$ cat src/rtl/cvw.sv
// Shared definitions for the reset sequencer: FSM state and reset-cause encodings,
// plus the width of the sequencing timer.
package cvw;

    typedef enum logic [1:0] {
        ST_HOLD    = 2'd0,
        ST_RELEASE = 2'd1,
        ST_RUN     = 2'd2
    } rst_state_e;

    typedef enum logic [1:0] {
        CAUSE_EXT = 2'b00,
        CAUSE_SW  = 2'b01,
        CAUSE_WDT = 2'b10
    } rst_cause_e;

    // Wide enough for MIN_ASSERT and STEP up to 255.
    localparam int unsigned SEQ_CNT_W = 8;

endpackage

$ cat src/rtl/reset_sync_n.sv
// Reset deassertion synchronizer: output asserts asynchronously with reset and
// deasserts DEPTH rising edges of clk after reset is released.
module reset_sync_n #(
    parameter int unsigned DEPTH = 2
) (
    input  logic clk,
    input  logic reset,
    output logic rst_sync_o
);

    logic [DEPTH-1:0] sync_q;

    always_ff @(posedge clk or posedge reset) begin
        if (reset) begin
            sync_q <= '1;
        end else begin
            sync_q <= {sync_q[DEPTH-2:0], 1'b0};
        end
    end

    assign rst_sync_o = sync_q[DEPTH-1];

endmodule

$ cat src/rtl/soc_reset_sequencer.sv
// Staged release of NCH reset domains after an external, software or watchdog reset.
// Build option: define RESET_SEQ_WDT_EN to include the RUN-state watchdog.
//
// state      | meaning
// -----------+--------------------------------------------------------------
// ST_HOLD    | all domains in reset, counting MIN_ASSERT cycles
// ST_RELEASE | releasing domain idx_q after every STEP cycles
// ST_RUN     | all domains released, watchdog may run
module soc_reset_sequencer
    import cvw::*;
#(
    parameter int unsigned NCH         = 3,
    parameter int unsigned SYNC_STAGES = 2,
    parameter int unsigned MIN_ASSERT  = 16,
    parameter int unsigned STEP        = 8,
    parameter int unsigned WDT_W       = 16
) (
    input  logic             clk,
    input  logic             reset,
    input  logic             SwResetReq,
    input  logic             WdtEn,
    input  logic             WdtKick,
    input  logic [WDT_W-1:0] WdtLimit,
    output logic [NCH-1:0]   ResetOut,
    output logic             ResetDone,
    output logic [1:0]       ResetCause
);

    localparam int unsigned IDX_W = (NCH > 1) ? $clog2(NCH) : 1;
    localparam logic [IDX_W-1:0]     LAST_IDX  = IDX_W'(NCH - 1);
    localparam logic [SEQ_CNT_W-1:0] HOLD_LAST = SEQ_CNT_W'(MIN_ASSERT - 1);
    localparam logic [SEQ_CNT_W-1:0] STEP_LAST = SEQ_CNT_W'(STEP - 1);

    rst_state_e           state_q;
    rst_cause_e           cause_q;
    logic [SEQ_CNT_W-1:0] cnt_q;
    logic [IDX_W-1:0]     idx_q;
    logic [NCH-1:0]       rst_out_q;
    logic                 done_q;
    logic                 rst_sync;
    logic                 wdt_expire;

    reset_sync_n #(
        .DEPTH (SYNC_STAGES)
    ) u_reset_sync (
        .clk        (clk),
        .reset      (reset),
        .rst_sync_o (rst_sync)
    );

`ifdef RESET_SEQ_WDT_EN
    logic [WDT_W-1:0] wdt_q;
    logic             wdt_run;

    assign wdt_run    = (state_q == ST_RUN) && WdtEn && !rst_sync;
    assign wdt_expire = wdt_run && !WdtKick && (WdtLimit != '0) && (wdt_q == WdtLimit);

    // Any way out of RUN (timeout, software request, reset) leaves the count at zero.
    always_ff @(posedge clk or posedge reset) begin
        if (reset) begin
            wdt_q <= '0;
        end else if (rst_sync || (state_q != ST_RUN) || wdt_expire || SwResetReq) begin
            wdt_q <= '0;
        end else if (WdtEn) begin
            wdt_q <= WdtKick ? '0 : wdt_q + 1'b1;
        end
    end
`else
    logic unused_wdt;

    assign wdt_expire = 1'b0;
    assign unused_wdt = ^{WdtEn, WdtKick, WdtLimit};
`endif

    // While the synchronizer is still asserted every register keeps its reset value.
    always_ff @(posedge clk or posedge reset) begin
        if (reset) begin
            state_q   <= ST_HOLD;
            cause_q   <= CAUSE_EXT;
            cnt_q     <= '0;
            idx_q     <= '0;
            rst_out_q <= '1;
            done_q    <= 1'b0;
        end else if (!rst_sync) begin
            if (wdt_expire || SwResetReq) begin
                state_q   <= ST_HOLD;
                cause_q   <= wdt_expire ? CAUSE_WDT : CAUSE_SW;
                cnt_q     <= '0;
                idx_q     <= '0;
                rst_out_q <= '1;
                done_q    <= 1'b0;
            end else begin
                case (state_q)
                    ST_HOLD: begin
                        if (cnt_q == HOLD_LAST) begin
                            state_q <= ST_RELEASE;
                            cnt_q   <= '0;
                            idx_q   <= '0;
                        end else begin
                            cnt_q <= cnt_q + 1'b1;
                        end
                    end
                    ST_RELEASE: begin
                        if (cnt_q == STEP_LAST) begin
                            cnt_q            <= '0;
                            rst_out_q[idx_q] <= 1'b0;
                            if (idx_q == LAST_IDX) begin
                                state_q <= ST_RUN;
                                done_q  <= 1'b1;
                            end else begin
                                idx_q <= idx_q + 1'b1;
                            end
                        end else begin
                            cnt_q <= cnt_q + 1'b1;
                        end
                    end
                    ST_RUN: begin
                        state_q <= ST_RUN;
                    end
                    default: begin
                        state_q   <= ST_HOLD;
                        cnt_q     <= '0;
                        idx_q     <= '0;
                        rst_out_q <= '1;
                        done_q    <= 1'b0;
                    end
                endcase
            end
        end
    end

    assign ResetOut   = rst_out_q;
    assign ResetDone  = done_q;
    assign ResetCause = cause_q;

endmodule

$ cat config.mk
export PLATFORM = sky130hd
export DESIGN_NAME = soc_reset_sequencer
export DESIGN_NICKNAME = d
export VERILOG_FILES = /design/src/rtl/cvw.sv /design/src/rtl/reset_sync_n.sv /design/src/rtl/soc_reset_sequencer.sv
export SDC_FILE = /design/constraint.sdc
export NUM_CORES = 1
export LEC_CHECK = 0
export ABC_AREA = 1
export CAP_MARGIN = 20
export CORE_ASPECT_RATIO = 1.5
export CORE_UTILIZATION = 50
export DETAILED_ROUTE_END_ITERATION = 7
export PLACE_DENSITY = 0.76
export SYNTH_ARGS = -nofsm -noshare
export SYNTH_HDL_FRONTEND = slang
export SYNTH_HIERARCHICAL = 1
export SYNTH_SLANG_ARGS = --single-unit
$ cat constraint.sdc
create_clock -name clk -period 3.5 [get_ports clk]
set_input_delay 0.7 -clock clk [delete_from_list [all_inputs] [get_ports clk]]
set_output_delay 0.7 -clock clk [all_outputs]
set_load 0.01 [all_outputs]
==> flow_summary.toml <==
[clocking]
cts_made_buffers = 3
holdBufCountCts = 0
cts_setup_buffers = 0
insertion_delay_ns = 0.29
cts-root-buf = "clkbuf_4"
clkSinkCount = 19
cts_tree = "done"
cts_buffer_depth = 2
htreeDepth = 1
clk_pin_slew_ns = 0.11
cts.repair.resized = 0

[detailed_routing]
routedWlPerCell_microns = 12.2
drcViolationCount = 0
vias = 991
dr.pass1.iters = 4
ant_nets = 0
wl_mm = 2.26
routed_via_density = 5.36
dr.first_iter.drc_count = 25

[critical_path]
path_class = "flip-flop to primary output"
cp_top_family = "flip-flops"
reg2reg_depth = 7
end_kind = "primary output"
critPathArrivalTime_ns = 1.35
max_stage_delay_ns = 0.54
path_cells = "clkdlybuf4s50_1"
worst-path-stages = 1
slowest_stage = "dfstp_2"
cp.required_ns = 2.80
start_kind = "flip-flop"
critPathMaxFanout = 2
critPathBufInv = 1

[min_path]
worstHoldPathType = "flip-flop to flip-flop"
worstHoldPathCells = 0

[timing]
finalHoldViolCount = 0
drv_slew = 0
setup_tns_ns = 0
slew-limit-headroom_pct = 56.0
max_freq_mhz = 487
tightest_slew_ns = 0.659
setup_viol = 0
rsz0062_at_grt = "no"
skew_ns = 0.00708
min_period_ns = 2.05
period_share_pct = 58.7
whs_ns = 0.363

[global_route]
gr-total-overflow = 0
grt_start_max_net_pins = 18
grt_pass1_vias = 1113
grt_pass1_wl_mm = 4.32
antenna_found_initial = 0
grt.total_usage_pct = 20.3

[cells_and_area]
multi_input_area_sq_um = 623
ff_latch_area_sq_um = 482
layout.nets = 193
drive_above_1_share_pct = 17.3
fin_area_sq_um = 1320
antennaDiodeCount = 0
syn_to_final_growth_pct = 9.10
utilization_pct = 58.4
nFillCells = 218

[place]
dp_hpwl_mm = 1.78
finalWeightedCongestion = 0.857
io_buffers = 7
placed_cell_area_sq_um = 1290

[logic_synthesis]
yosysUniqueCellTypes = 22
ys_warn_count = 6
syn-cell-area_sq_um = 1210
avgSynthCellArea_sq_um = 7.91
syn-instance-count = 153
seq_area_frac_synth_pct = 39.8
syn_nets = 183
ys_ff_latch = 19

[power]
power.static_leakage_nw = 0.667
power_density_nw_per_um2 = 552
ir_drop_mv = 0.364

[die]
placeableCoreArea_sq_um = 2260
initial_core_util_pct = 53.5
die_y_microns = 62.2
ios = 27
fp.dieW_microns = 42.2
rows = 21
fp.dieArea_sq_um = 2620

[status]
outcome = "finished clean"

[flow_run]
cap_violations = 0
through the flow:
step	std cells	worst slack, ns	total power [mW]
floorplan	153	1.99	0.540
global placement	181	1.18	0.605
detailed placement	181	1.12	0.627
CTS	185	1.44	0.736
global route	185	1.33	0.797
finish	185	1.45	0.729
per-layer routing:
| metal | wire, microns | vias to the layer above | GRT usage, % |
|---|---|---|---|
| met2 | 1260 | 7 | 38.5 |
| met1 | 924 | 480 | 21.1 |
| li1 | - | 498 | - |
| met5 | 0 | - | 0 |
| met3 | 31 | 6 | 2.33 |
| met4 | 43 | 0 | 9.77 |
cell usage after synthesis:
| master | instances | area [sq um] |
|---|---|---|
| dfrtp_1 | 14 | 350 |
| dfstp_2 | 5 | 131 |
| inv_2 | 3 | 11.3 |
| nand4_1 | 4 | 25.0 |
| nor2_2 | 4 | 25.0 |
| nand2_1 | 35 | 131 |
| ha_1 | 9 | 113 |
| conb_1 | 2 | 7.51 |
| a21oi_2 | 1 | 8.76 |
| nor2_1 | 15 | 56.3 |
| nand3_2 | 5 | 50.1 |
| inv_1 | 21 | 78.8 |
| nand2_4 | 2 | 22.5 |
| a21boi_2 | 1 | 11.3 |
| o21bai_1 | 3 | 22.5 |
| nand2_2 | 3 | 18.8 |
| o21ai_4 | 1 | 16.3 |
| nand3_1 | 10 | 50.1 |
| a21oi_1 | 11 | 55.1 |
| buf_4 | 2 | 15.0 |
| o21ai_0 | 1 | 5.00 |
| nor3_1 | 1 | 5.00 |
power by group:
group	switching [mW]	internal, mW
combinational	0.195	0.120
clock	0.0634	0.0443
sequential	0.0366	0.270
total	0.295	0.434
worst paths after layout:
check | startpoint | to | slack (ns)
setup / recovery | ResetOut[2] | ResetOut[2] | 1.45
hold / removal | u_reset_sync/sync_q[0] | u_reset_sync/sync_q[1] | 0.36
setup reg to reg | state_q[0] | ResetDone | 1.98
hold reg to reg | u_reset_sync/sync_q[0] | u_reset_sync/sync_q[1] | 0.36
max in group asynchronous | reset | cnt_q[4] | 2.26
min in group asynchronous | reset | u_reset_sync/sync_q[0] | 0.74
worst reg2reg max path, cell delays in order, from the launching register on:
cell and delay, ns:
dfrtp_1 0.39, inv_1 0.09, ha_1 0.21, inv_1 0.10, o21ai_4 0.10, nor2_2 0.20, nand2_1 0.14, a21boi_2 0.18
layout make-up:
| cell class | count | area share [%] |
|---|---|---|
| Timing Repair Buffer | 7 | 5.31 |
| Clock buffer | 4 | 1.99 |
| Sequential cell | 19 | 36.5 |
| Tap cell | 23 | 2.18 |
| Multi-Input combinational cell | 108 | 47.2 |
| Inverter | 24 | 6.82 |
cell usage in the layout (no fill, tap or decap), types with 2 or more instances in the layout:
| cell | Yosys | routed |
|---|---|---|
| nand4_1 | 4 | 4 |
| dfstp_2 | 5 | 5 |
| dfrtp_1 | 14 | 14 |
| nand2_1 | 35 | 35 |
| clkdlybuf4s50_1 | 0 | 7 |
| inv_1 | 21 | 21 |
| ha_1 | 9 | 9 |
| clkbuf_4 | 0 | 3 |
| inv_2 | 3 | 3 |
| conb_1 | 2 | 2 |
| nor2_1 | 15 | 15 |
| o21bai_1 | 3 | 3 |
| a21oi_1 | 11 | 11 |
| nand2_2 | 3 | 3 |
| nand2_4 | 2 | 2 |
| nor2_2 | 4 | 4 |
| nand3_1 | 10 | 10 |
| nand3_2 | 5 | 5 |
logic make-up (layout without fill, tap and decap cells):
logic type      after synthesis  in the layout  synth area share (%)
flops                        19             19                  39.8
fa+ha+maj                     9              9                  9.31
compound gates               18             18                  9.82
other cells                   2              2                 0.621
buf+inv                      26             35                  8.69
simple gates                 79             79                  31.7
registers in the layout (all words and copies together), names as in the netlist:
signal and cells:
cnt_q 8, u_reset_sync/sync_q 2, ResetCause 1, ResetDone 1
idx_q 2, ResetOut 3, state_q 2
(Power assumes the default switching activity.)
